===== config.mk =====
export PLATFORM = sky130hd
export DESIGN_NAME = debounce_multi
export DESIGN_NICKNAME = d
export VERILOG_FILES = /design/src/rtl/debounce_multi.sv
export SDC_FILE = /design/constraint.sdc
export NUM_CORES = 1
export LEC_CHECK = 0
export BUFFER_PORTS_ARGS = -buffer_cell sky130_fd_sc_hd__buf_2
export CAP_MARGIN = 20
export CORE_UTILIZATION = 45
export CTS_CLUSTER_SIZE = 10
export DETAILED_ROUTE_END_ITERATION = 10
export HOLD_SLACK_MARGIN = 0.1
export PLACE_DENSITY = 0.7
export SYNTH_ARGS = -nofsm -noshare
export SYNTH_HDL_FRONTEND = slang
export SYNTH_SLANG_ARGS = --single-unit
export TNS_END_PERCENT = 5

===== constraint.sdc =====
create_clock -name clk -period 1.76 [get_ports clk]
set_input_delay 0 -clock clk [delete_from_list [all_inputs] [get_ports clk]]
set_output_delay 0 -clock clk [all_outputs]
set_load 0.05 [all_outputs]

===== src/rtl/debounce_multi.sv =====
// debounce_multi: N-channel debouncer producing a debounced level and one-cycle rise/fall pulses.
// Define DEBOUNCE_SYNC_EN to put a 2-flop synchroniser in front of every channel.
module debounce_multi #(
    parameter int N_CH          = 4,
    parameter int STABLE_CYCLES = 3
) (
    input  logic            clk,
    input  logic            reset,
    input  logic [N_CH-1:0] in,
    output logic [N_CH-1:0] level,
    output logic [N_CH-1:0] rise,
    output logic [N_CH-1:0] fall,
    output logic            any_rise
);
    localparam int CNT_W = $clog2(STABLE_CYCLES + 1);
    localparam logic [CNT_W-1:0] LAST = CNT_W'(STABLE_CYCLES - 1);

    logic [N_CH-1:0]  s;
    logic [N_CH-1:0]  done;
    logic [CNT_W-1:0] cnt     [N_CH];
    logic [CNT_W-1:0] cnt_nxt [N_CH];

`ifdef DEBOUNCE_SYNC_EN
    logic [N_CH-1:0] meta, sync;
    always_ff @(posedge clk) begin
        if (reset) begin
            meta <= '0;
            sync <= '0;
        end else begin
            meta <= in;
            sync <= meta;
        end
    end
    assign s = sync;
`else
    assign s = in;
`endif

    // Matching samples cancel progress; the SC-th consecutive differing sample is accepted.
    always_comb begin
        done = '0;
        for (int c = 0; c < N_CH; c++) begin
            done[c]    = (s[c] != level[c]) && (cnt[c] == LAST);
            cnt_nxt[c] = (s[c] != level[c] && !done[c]) ? cnt[c] + 1'b1 : '0;
        end
    end

    always_ff @(posedge clk) begin
        if (reset) begin
            level    <= '0;
            rise     <= '0;
            fall     <= '0;
            any_rise <= 1'b0;
            cnt      <= '{default: '0};
        end else begin
            level    <= level ^ done;
            rise     <= done & s;
            fall     <= done & ~s;
            any_rise <= |(done & s);
            cnt      <= cnt_nxt;
        end
    end
endmodule


==> impl_metrics.toml, run 1 <==
[run_status]
status = "finished, final reports clean"

[pwr]
irDropWorstVdd_uv = 490.0
finalPower_w = 0.0008062
power_switching_w = 0.0001936
seq_power_share_pct = 61.9
power.density_mw_per_mm2 = 892.5
switching_share_pct = 24.02
comb_power_share_pct = 10.7
power_leakage_nw = 0.3880
intPower_w = 0.0006126
p_clk_share_pct = 27.4

[floorplan]
die-area_mm2 = 0.001780
num_io_pins = 19
die_width_um = 42.19
initial_core_util_pct = 48.26
die_h_um = 42.19
rows = 14
core-area_mm2 = 0.001506

[grt]
grt_max_degree = 21
grt_overflow = 0
grt_pass1_wl_um = 1959
groute.usage.overall_pct = 14.73
grt_pass1_vias = 468
antenna_found_initial = 0

[clock_tree]
clkLatencyLatePin_ps = 290
post_cts_buffers = 0
cts_sinks = 21
clk_pin_slew_ps = 110
clockBufferDepth = 2
cts_tree = "yes"
cts_root_buf = "clkbuf_4"
numCtsBuffers = 3
clock_tree.htree_level_count = 1

[timing]
clock-skew-final_ps = 5.385
final.period_utilization_pct = 83.58
rsz0062_at_grt = "no"
hold_violations = 0
fin_setup_tns_ps = 0
fmax_mhz = 679.8
slew_headroom_pct = 72.97
setup_viol = 0
slew_viol_final = 0
period_needed_ps = 1471
worst_pin_slew_ps = 400.0

[synthesis]
avgSynthCellArea_um2 = 12.12
synth_seq_cells = 21
ys_warn_count = 0
synthTopCellsByArea = "dfxtp_1 (58%), nor4bb_1 (9.6%), ha_1 (6.9%), nor4_1 (6.9%), mux2i_1 (5.5%)"
synth_top_area_share_pct = 57.83
synthCells = 60
synth_cell_type_count = 12
seq_area_frac_synth_pct = 57.83
synth_top_cell_by_area = "dfxtp_1"
syn_nets = 70
synth_area_um2 = 726.9

[placement]
place.port_buffers = 18
gp_congestion = 0.6775
hpwl_um = 804.8

[setup_path]
slowest_delay_ps = 500
path_class = "reg2reg"
worstPathRequired_ps = 1940
critPathBufInv = 1
critical_path.max_fanout = 5
worst_setup_path_end_kind = "register"
crit_chain = "inv_1, ha_1, and4bb_1, or4_1"
start_kind = "register"
cp.arrival_ps = 1660
path_delay_family = "simple AND/OR/NAND/NOR gates"
cpMaxStageDelayCell = "or4_1"

[routing]
first_pass_iters = 3
via_per_inst = 5.020
wirelength_um = 1221
routedWlPerCell_um = 12.09
drc = 0
final_antenna_net_count = 0
dr.first_iter.drc_count = 6
vias = 507

[layout]
drive_above_1_share_pct = 25.88
n_fill_cell = 131
area_growth_pct = 24.27
fin_nets = 96
diodes = 0

[worst_hold_path]
timing.hold.worst.class = "reg2reg"

[job]
maxCapViolCount = 0
-- cell type report --
type | count | area, um2 | area share [%]
well taps | 16 | 20.02 | 2.216
multi-input cells | 33 | 280.3 | 31.02
clock buffers | 3 | 22.52 | 2.493
clock inverters | 1 | 5.005 | 0.5540
repair buffers | 23 | 140.1 | 15.51
flip-flops and latches | 21 | 420.4 | 46.54
inverters | 4 | 15.01 | 1.662
-- layer usage --
layer	vias to the layer above	global-route usage (%)	wire (um)
met5	-	0	0
met4	0	9.375	18
met3	2	3.017	64
met2	14	22.77	544
met1	223	18.58	593
li1	268	-	-
-- metrics by stage --
stage | setup WS [ps] | instances | utilization [%] | hold WS (ps) | cell area [um2]
after floorplan | 230.9 | 60 | - | 75.70 | 726.9
after global placement | 341.9 | 92 | 54.82 | 219.9 | 825.8
after detailed placement | 302.6 | 92 | 54.82 | 225.0 | 825.8
after CTS | 292.1 | 101 | 59.97 | 427.7 | 903.4
after global routing | 218.9 | 101 | 59.97 | 432.7 | 903.4
final | 288.9 | 101 | 59.97 | 423.1 | 903.4
-- cell usage in the layout, fill, tap and decap left out --
cell           synthesis  layout
and4bb_1               1       1
buf_2                  0      18
clkbuf_4               0       3
clkinv_2               0       1
dfxtp_1               21      21
dlygate4sd3_1          0       5
ha_1                   4       4
inv_1                  4       4
mux2i_1                4       4
nor2_1                 4       4
nor4_1                 8       8
nor4bb_1               7       7
or4_1                  1       1
xnor2_1                4       4
-- cells by family after synthesis --
family / Yosys count / share of synthesized area [%]
buffers and inverters: 6 / 3.614
muxes: 4 / 5.508
DFF: 21 / 57.83
adders and majority gates: 4 / 6.885
xor gates and xnor gates: 4 / 4.819
and+or+nand+nor: 21 / 21.34
-- repair_timing --
item                                   CTS  global route
endpoints found under the hold margin   20             0
hold buffers                             5             0
resized for setup                        0             0
-- synthesized netlist by cell type, drive strengths merged --
cell / count
and4bb: 1
buf: 1
clkbuf: 1
dfxtp: 21
ha: 4
inv: 4
mux2i: 4
nor2: 4
nor4: 8
nor4bb: 7
or4: 1
xnor2: 4
-- final timing paths --
check                     from             endpoint  slack, ps  depth (start not counted)
min          cnt[4]$_SDFF_PP0_    cnt[4]$_SDFF_PP0_        420                          1
min reg2reg  cnt[4]$_SDFF_PP0_    cnt[4]$_SDFF_PP0_        420                          1
max reg2reg  cnt[0]$_SDFF_PP0_  any_rise$_SDFF_PP0_        290                          4
max          cnt[0]$_SDFF_PP0_  any_rise$_SDFF_PP0_        290                          4
-- power by group through the flow --
stage          combinational, W  clock, W  sequential, W
2_1_floorplan         0.0000419         0       0.000525
3_3_place_gp          0.0000749         0       0.000509
3_5_place_dp          0.0000782         0       0.000510
5_1_grt               0.0000953  0.000253       0.000501
4_1_cts               0.0000872  0.000232       0.000499
6_report              0.0000863  0.000221       0.000499
Note: power is estimated with default switching activity, not from simulation.
==> inputs of run 2 (changes only) <==
==> constraint.sdc (replaced) <==
create_clock -name clk -period 1.5 [get_ports clk]
set_input_delay 0 -clock clk [delete_from_list [all_inputs] [get_ports clk]]
set_output_delay 0 -clock clk [all_outputs]
set_load 0.05 [all_outputs]
==> impl_metrics.toml, run 2 (synthesis gave the netlist of run 1 again) <==
[layout]
multi_input_area_um2 = 280.3
register_area_um2 = 421.7
final_cell_mix = "dfxtp_1 (20), buf_2 (18), nor4_1 (8)"
final_cell_count_no_fill = 104
fin_nets = 99
final_common_cell = "dfxtp_1"
area_growth_pct = 27.37
drive_above_1_share_pct = 28.41
diodes = 0
n_fill_cell = 141
final_area_um2 = 925.9

[setup_path]
worst_setup_path_end_kind = "register"
slowest_delay_ps = 520
cp.arrival_ps = 1620
worstPathRequired_ps = 1670
critical_path.max_fanout = 20
cpMaxStageDelayCell = "dlygate4sd3_1"
critPathBufInv = 2
path_delay_family = "buffers and inverters"
crit_chain = "dlygate4sd3_1, buf_2, and4bb_1, or4_1"
start_kind = "primary input"
path_class = "in2reg"

[routing]
dr.first_iter.drc_count = 3
vias = 539
routedWlPerCell_um = 11.27
final_antenna_net_count = 0
via_per_inst = 5.183
first_pass_iters = 2
wirelength_um = 1172
drc = 0

[run_status]
status = "finished, final reports clean"

[grt]
grt_pass1_vias = 461
grt_max_degree = 21
grt_overflow = 0
grt_pass1_wl_um = 1904
antenna_found_initial = 0
groute.usage.overall_pct = 14.45

[timing]
slew_headroom_pct = 75.04
slew_viol_final = 0
period_needed_ps = 1446
fin_setup_tns_ps = 0
fmax_mhz = 691.7
setup_viol = 0
rsz0062_at_grt = "no"
hold_violations = 0
final.period_utilization_pct = 96.38
setup_slack_ps = 54.30
clock-skew-final_ps = 3.163
worst_pin_slew_ps = 369.4

[placement]
gp_congestion = 0.6790
hpwl_um = 831.8
dp_slack_ps = 111.0
place.port_buffers = 18
placedInstanceArea_um2 = 849.6
dp.cells = 95

[floorplan]
num_io_pins = 19
rows = 14
core-area_mm2 = 0.001506
die-area_mm2 = 0.001780
die_h_um = 42.19
die_width_um = 42.19
initial_core_util_pct = 48.26

[clock_tree]
cts_root_buf = "clkbuf_4"
clk_pin_slew_ps = 110
cts_sinks = 21
clock_tree.htree_level_count = 1
clockBufferDepth = 2
cts_tree = "yes"
post_cts_buffers = 0
numCtsBuffers = 3
clkLatencyLatePin_ps = 280

[pwr]
irDropWorstVdd_uv = 565.5
power.density_mw_per_mm2 = 1018
power_leakage_nw = 0.4020

[job]
maxCapViolCount = 0

[worst_hold_path]
timing.hold.worst.class = "reg2reg"
[run 2: final cells by class]
| cell class | instances | share of cell area (%) |
|---|---|---|
| sequential | 21 | 45.54 |
| clock buffer | 4 | 2.838 |
| timing repair buffer | 26 | 17.57 |
| inverter | 4 | 1.622 |
| multi-input combinational | 33 | 30.27 |
| tap | 16 | 2.162 |
[run 2: what timing repair did]
| item | 4_1_cts | 5_1_grt |
|---|---|---|
| endpoints found under the hold margin | 20 | 0 |
| endpoints found under the setup margin | 0 | 0 |
| hold buffers | 5 | 0 |
| resized for setup | 0 | 0 |
[run 2: through the flow]
step / total power (W) / utilization (%) / hold slack (ps)
final: 0.0009424 / 61.46 / 426.8
after global routing: 0.0009799 / 61.46 / 443.2
after CTS: 0.0009579 / 61.46 / 431.1
after detailed placement: 0.0006935 / 56.40 / 222.1
after global placement: 0.0006892 / 56.40 / 216.9
after floorplan: 0.0006654 / - / 75.70
[run 2: metal layers]
layer / vias to the layer above / share of wire, % / track usage (%)
met2: 14 / 49 / 23.69
met1: 247 / 45 / 17.22
li1: 276 / - / -
met3: 2 / 4.5 / 3.879
met4: 0 / 1.5 / 7.500
met5: - / 0 / 0
[run 2: where the power goes]
part	leakage [nW]	switching, W	internal [W]
Sequential	0.171	0.00000911	0.000576
Combinational	0.216	0.0000583	0.0000462
Clock	0.0150	0.000149	0.000103
[run 2: path summary, 6_finish.rpt]
check | from | endpoint | slack [ps] | depth (start not counted)
worst max-delay path | reset | any_rise$_SDFF_PP0_ | 50 | 4
worst min-delay path | cnt[4]$_SDFF_PP0_ | cnt[4]$_SDFF_PP0_ | 430 | 1
worst max register to register | cnt[0]$_SDFF_PP0_ | any_rise$_SDFF_PP0_ | 110 | 4
worst min register to register | cnt[4]$_SDFF_PP0_ | cnt[4]$_SDFF_PP0_ | 430 | 1
